**src/rtl/freq_counter_bcd_if.sv**
```systemverilog
// freq_counter_bcd_if: measurement inputs and latched BCD result of the frequency counter
interface freq_counter_bcd_if #(parameter int DIGITS = 4);
  logic sig_in;
  logic [1:0] gate_sel;
  logic hold;
  logic [4*DIGITS-1:0] bcd_out;
  logic [1:0] range;
  logic overflow;
  logic valid;
  modport master(output sig_in, gate_sel, hold, input bcd_out, range, overflow, valid);
  modport slave(input sig_in, gate_sel, hold, output bcd_out, range, overflow, valid);
endinterface

```
**src/rtl/freq_counter_bcd.sv**
```systemverilog
// freq_counter_bcd: counts sig_in rising edges over a selectable gate window into a saturating BCD word
module freq_counter_bcd #(
  parameter int CLK_HZ = 50000000,
  parameter int DIGITS = 4,
  parameter int SYNC_STAGES = 2
) (
  input logic clk,
  input logic reset,
  freq_counter_bcd_if.slave bus
);
  localparam int GW = $clog2(10 * CLK_HZ);
  logic [SYNC_STAGES-1:0] sync;
  logic dly, run, sticky, rise, sat, tc;
  logic [1:0] rng, sel;
  logic [GW-1:0] gate_cnt, last;
  logic [4*DIGITS-1:0] acc, inc, acc_nx;
  logic [DIGITS:0] carry;
  assign carry[0] = 1'b1;
  for (genvar i = 0; i < DIGITS; i++) begin : g_dig
    logic [3:0] d;
    assign d = acc[4*i+:4];
    assign inc[4*i+:4] = carry[i] ? (d == 4'd9 ? 4'd0 : d + 4'd1) : d;
    assign carry[i+1] = carry[i] & (d == 4'd9);
  end
  always_comb begin
    sel = bus.gate_sel == 2'd3 ? 2'd0 : bus.gate_sel;
    last = rng == 2'd1 ? GW'(CLK_HZ / 10 - 1) : rng == 2'd2 ? GW'(10 * CLK_HZ - 1) : GW'(CLK_HZ - 1);
    tc = run & (gate_cnt == last);
    rise = sync[SYNC_STAGES-1] & ~dly;
    sat = rise & carry[DIGITS];
    acc_nx = rise & ~carry[DIGITS] ? inc : acc;
  end
  // run holds the gate counter for one cycle so the window starts on the first edge out of reset
  always_ff @(posedge clk) begin
    if (reset) begin
      sync <= '0;
      dly <= 1'b0;
      run <= 1'b0;
      gate_cnt <= '0;
      rng <= sel;
      acc <= '0;
      sticky <= 1'b0;
      bus.bcd_out <= '0;
      bus.range <= 2'd0;
      bus.overflow <= 1'b0;
      bus.valid <= 1'b0;
    end else begin
      sync <= {sync[SYNC_STAGES-2:0], bus.sig_in};
      dly <= sync[SYNC_STAGES-1];
      run <= 1'b1;
      gate_cnt <= (!run || tc) ? '0 : gate_cnt + GW'(1);
      rng <= tc ? sel : rng;
      acc <= tc ? '0 : acc_nx;
      sticky <= ~tc & (sticky | sat);
      bus.valid <= tc & ~bus.hold;
      if (tc && !bus.hold) begin
        bus.bcd_out <= acc_nx;
        bus.overflow <= sticky | sat;
        bus.range <= rng;
      end
    end
  end
endmodule

```
**src/flat_wrapper.sv**
```systemverilog
// flat-port wrapper written by rule: the top's interface ports become plain ports
module freq_counter_bcd_flat 
#(
  parameter int CLK_HZ = 50000000,
  parameter int DIGITS = 4,
  parameter int SYNC_STAGES = 2
)
  (clk, reset, bus_sig_in, bus_gate_sel, bus_hold, bus_bcd_out, bus_range, bus_overflow, bus_valid);
  freq_counter_bcd_if #(.DIGITS(DIGITS)) bus_i ();
  input logic clk;
  input logic reset;
  input wire logic [$bits(bus_i.sig_in)-1:0] bus_sig_in;
  input wire logic [$bits(bus_i.gate_sel)-1:0] bus_gate_sel;
  input wire logic [$bits(bus_i.hold)-1:0] bus_hold;
  output wire logic [$bits(bus_i.bcd_out)-1:0] bus_bcd_out;
  output wire logic [$bits(bus_i.range)-1:0] bus_range;
  output wire logic [$bits(bus_i.overflow)-1:0] bus_overflow;
  output wire logic [$bits(bus_i.valid)-1:0] bus_valid;
  assign bus_i.sig_in = bus_sig_in;
  assign bus_i.gate_sel = bus_gate_sel;
  assign bus_i.hold = bus_hold;
  assign bus_bcd_out = bus_i.bcd_out;
  assign bus_range = bus_i.range;
  assign bus_overflow = bus_i.overflow;
  assign bus_valid = bus_i.valid;
  freq_counter_bcd #(.CLK_HZ(CLK_HZ), .DIGITS(DIGITS), .SYNC_STAGES(SYNC_STAGES)) u_core (.clk(clk), .reset(reset), .bus(bus_i));
endmodule
```
**config.mk**
```make
export PLATFORM = sky130hd
export DESIGN_NAME = freq_counter_bcd_flat
export DESIGN_NICKNAME = d
export VERILOG_FILES = /design/src/rtl/freq_counter_bcd_if.sv /design/src/rtl/freq_counter_bcd.sv /design/src/flat_wrapper.sv
export SDC_FILE = /design/constraint.sdc
export NUM_CORES = 1
export LEC_CHECK = 0
export CORE_ASPECT_RATIO = 1.75
export CORE_UTILIZATION = 62
export DETAILED_ROUTE_END_ITERATION = 12
export PLACE_DENSITY = 0.84
export SLEW_MARGIN = 20
export SYNTH_ARGS = -nofsm -noshare
export SYNTH_HDL_FRONTEND = slang
export SYNTH_SLANG_ARGS = --single-unit
```
**constraint.sdc**
```tcl
create_clock -name clk -period 4 [get_ports clk]
set_input_delay 0.8 -clock clk [delete_from_list [all_inputs] [get_ports clk]]
set_output_delay 0.8 -clock clk [all_outputs]
set_load 0.03 [all_outputs]
```
# == After elaboration in Yosys (flattened, before gate mapping) ==
# Cells that the tools add are included.
# op_classes
n_eq_ne,8
reduce_logical,7
n_mux,14
n_bitwise,14
addsub,5
# op_table
op,n
$mux 29,2
$add 29x1->29 const B,1
$eq 29x29->1,1
$mux 4,7
$add 4x1->4 const B,4
$eq 4x4->1 const B,4
$mux 16,1
$and 1x1->1,9
$mux 2,3
$eq 2x2->1 const B,2
$not 1->1,4
$reduce_or 2->1,2
$eq 2x1->1 const B,1
$logic_not 1->1,2
$reduce_bool 2->1,1
$logic_and 1x1->1,1
$logic_or 1x1->1,1
$mux 1,1
$or 1x1->1,1
# totals
reg_bits,72

# == Logic depth before layout (Yosys ltp) ==
# logic_depth
ltp_word,7
ltp_mapped,10
ltp_nobuf,8

# == Worst setup path before layout ==
# Ideal clock, no wire load.
# synth_path
path_kind,register to register
start,register u_core.gate_cnt[8]
end,register u_core.bus.bcd_out[15]
period_less_slack_ns,2.194
setup_time_ns,0.079
arrival_time_ns,2.114
required_ns,3.921
stages_incl_launch_ff,8
setup_slack_ns,1.806
path_cell_list,dfxtp_1 -> or4b_1 -> or3_1 -> a221oi_2 -> nand4b_1 -> buf_4 -> nor2b_1 -> a211oi_2
# synth_between
elab_chain_cells,3
# synth_lines
item,line_no,source
from (decl),freq_counter_bcd.sv:15,"logic [GW-1:0] gate_cnt, last;"
from (signal assigned),freq_counter_bcd.sv:51,gate_cnt <= (!run || tc) ? '0 : gate_cnt + GW'(1);
$eq 29x29->1,freq_counter_bcd.sv:28,tc = run & (gate_cnt == last);
$and 1x1->1,freq_counter_bcd.sv:28,
$logic_and 1x1->1,freq_counter_bcd.sv:56,if (tc && !bus.hold) begin
to (signal assigned),freq_counter_bcd.sv:57,bus.bcd_out <= acc_nx;
to (decl),freq_counter_bcd_if.sv:11,"modport slave(input sig_in, gate_sel, hold, output bcd_out, range, overflow, valid);"
# Every way passes these cells.
# A chain may end at the register's enable or synchronous reset.

# == Final worst setup path ==
# layout_path
start,register u_core.rng[1]
end,register u_core.rng[0] (enable)
# layout_between
elab_chain_cells,6
# layout_lines
item,line_no,source
from (decl),freq_counter_bcd.sv:14,"logic [1:0] rng, sel;"
from (signal assigned),freq_counter_bcd.sv:40,rng <= sel;
from (signal assigned),freq_counter_bcd.sv:52,rng <= tc ? sel : rng;
$eq 2x2->1,freq_counter_bcd.sv:27,last = rng == 2'd1 ? GW'(CLK_HZ / 10 - 1) : rng == 2'd2 ? GW'(10 * CLK_HZ - 1) : GW'(CLK_HZ - 1);
$mux 29,freq_counter_bcd.sv:27,
$mux 29 (*),freq_counter_bcd.sv:27,
$eq 29x29->1 (*),freq_counter_bcd.sv:28,
$and 1x1->1 (*),freq_counter_bcd.sv:28,
$reduce_bool 2->1 (no source line) (*),--,
# Every way passes the cells marked *; elsewhere a longest branch is shown, timed or not.

==> metrics <==
Setup crit start kind register; Final Skew 0.00598 ns; count leader, synth dfxtp_1; worst setup path start u_core.rng[1]; switch share 21.6%; worst reg-to-reg path cell count 6; Syn Area/Cell 8.79 um^2; fin crit period 2.59 ns; ys async rst share 0%; nets@finish 393; Reg clk slew, reported paths 0.07 ns; # port buffers 25; Die H 96.5 um; vias in the first global route 2,446; HP Class register to register; die area 5400 um^2; PwrDens 340 nW/um^2; CTS buffer count 9; initial antenna violation count 0; Die X 56.0 um; gp weighted congestion 0.893; core area 4930 um^2; worst rel slew slack 51.4%; DR iter-0 viols 80; final core occ 72.6%; via count 2,545; Initial Util 64.1%; run status completed; Crit path depth 6; Reg-to-Reg Start u_core.rng[1]; Synth top area share 44.3%; cts repair resizes 0; number of antenna-violating nets in the routed design 0; Residual DRC 0; largest net degree at the start of global routing 30; final setup TNS 0 ns; Final Setup Violations 0; Worst Path Max Fanout 13; Cell variety after synth 37; cell family with most CP delay simple AND/OR/NAND/NOR gates; Synth Warn # 0; hold buffer count at CTS 0; Placed Area 3440 um^2; CP bufs+invs 0; post-layout total power 1.22 mW; cell taking the most area after synthesis dfxtp_1; # Post-CTS Setup Buffers 0; Setup crit end u_core.rng[0]; synthesized area 3160 um^2; Worst-Skew Late Latency 0.34 ns; ratio of cells with drive above 1 in the final layout 4.91%; Clk pwr share 37.3%; most area-consuming cells after synthesis dfxtp_1, nor2_1, xnor2_1; Worst VDD drop 0.000388 V; Design Area, Final 3580 um^2; Post-DP HPWL 4690 um; share of power burned in registers 59.9%; Gate power share 2.8%; aggregate global-route resource usage 26.1%; Tcrit/Tclk final 64.9%; Critical Path RT 4.03 ns; CTS tree built; Most used DFF post-synth dfxtp_1; final hold vios 0; sequential share of the synthesized area 46.2%; Worst path slowest cell nor4_1; clock root buffer clkbuf_8; CP arrival 2.62 ns; Detailed Routing Iterations Pass 1 4; first-pass GRT wire length 10,800 um; Critical Path Max Stage Delay 0.45 ns; number of synthesized flops with an enable pin 2; Worst setup EP type register; Routed WL 6550 um; Slew Limit Fails 0; Syn Nets 369; Row Count 34; Wirelength per Cell 14.9 um; CP Cell Sequence ha_1, o21ai_0, nand4_1, nor4_1, nand3_1, nand2_1; WHS 0.444 ns; R2R setup slack 1.41 ns; DR vias/cell 5.77; most frequent cells after synthesis dfxtp_1, nor2_1, nand2_1; FF+latch count, synth 72; Worst R2R End u_core.rng[0]; Pint 0.955 mW; RSZ-0062 raised after global routing false; num ports 26; fmax 385 MHz; critical path class register to register; htree depth 3; worst slew pin tran 0.719 ns; Area Growth Syn to Fin 13.3%; Antenna Cells 0; max_cap viols 0; Pleak 1.38 nW; Net Sw Power 0.263 mW; clock sinks 72; CTS max path bufs 2; cell count after synthesis 360; grt total ovfl 0
## power by group through the flow
stage,Sequential [mW],Clock [mW],Combinational (mW)
CTS,0.729,0.469,0.0339
global route,0.729,0.497,0.0374
finish,0.729,0.455,0.0339
detailed placement,0.745,0,0.0336
floorplan,0.744,0,0.0215
global placement,0.745,0,0.0327
## layout make-up
type	instances	area, um^2
Clock buffer	12	135
Multi-Input combinational cell	259	1590
Clock inverter	2	10.0
Timing Repair Buffer	28	273
Sequential cell	72	1460
Fill cell	365	1350
Inverter	14	52.6
Tap cell	54	67.6
## per-stage QoR
| step | setup WS (ns) | cells |
|---|---|---|
| finish | 1.41 | 441 |
| global route | 1.16 | 441 |
| CTS | 1.39 | 441 |
| detailed placement | 1.39 | 427 |
| global placement | 1.45 | 427 |
| floorplan | 1.81 | 360 |
## registers in the layout (all words and copies together), names as in the netlist
signal,count
u_core.acc,16
u_core.bus.bcd_out,16
u_core.bus.overflow,1
u_core.bus.range,2
u_core.bus.valid,1
u_core.dly,1
u_core.gate_cnt,29
u_core.rng,2
u_core.run,1
u_core.sticky,1
u_core.sync,2
## per-layer routing
layer | up-vias | global-route usage (%) | share of wire (%)
li1 | 1270 | - | -
met1 | 1190 | 25.2 | 38
met2 | 59 | 49.1 | 54
met3 | 26 | 5.06 | 3.2
met4 | 0 | 18.5 | 4.3
met5 | - | 0 | 0
## kinds of logic (layout without fill, tap and decap cells)
group,Yosys count,in the layout,share of synthesized area (%)
buf+inv,29,56,3.68
simple gates,178,178,28.1
flops,72,72,46.2
mux,18,18,5.78
fa+ha+maj,3,3,1.19
compound gates,26,26,5.66
xor+xnor,34,34,9.41
## worst min path at each step
stage,start,to,cells after the start
after floorplan,u_core.sync[0],u_core.sync[1],1
after global placement,u_core.sync[0],u_core.sync[1],1
after detailed placement,u_core.sync[0],u_core.sync[1],1
after CTS,u_core.sync[0],u_core.sync[1],1
after global routing,u_core.sync[0],u_core.sync[1],1
final,u_core.sync[0],u_core.sync[1],1
## worst reg2reg max path: stages (launching register included)
cell and delay [ns]:
edfxtp_1 0.43, ha_1 0.35, o21ai_0 0.15, nand4_1 0.12, nor4_1 0.45, nand3_1 0.43
nand2_1 0.36
## cells in the final DEF, fill, tap and decap left out, drive strengths merged, types with 5 or more instances in the layout
master and count:
mux2i 16, nor3 10, nor2 66, clkdlybuf4s50 25, nand3 15, clkbuf 12, nand2 24, and3 17
nor2b 9, dfxtp 70, xor2 14, inv 14, o21ai 8, nor4 5, xnor2 20, nand4 13
a21oi 6
Note: power is estimated with default switching activity, not from simulation.
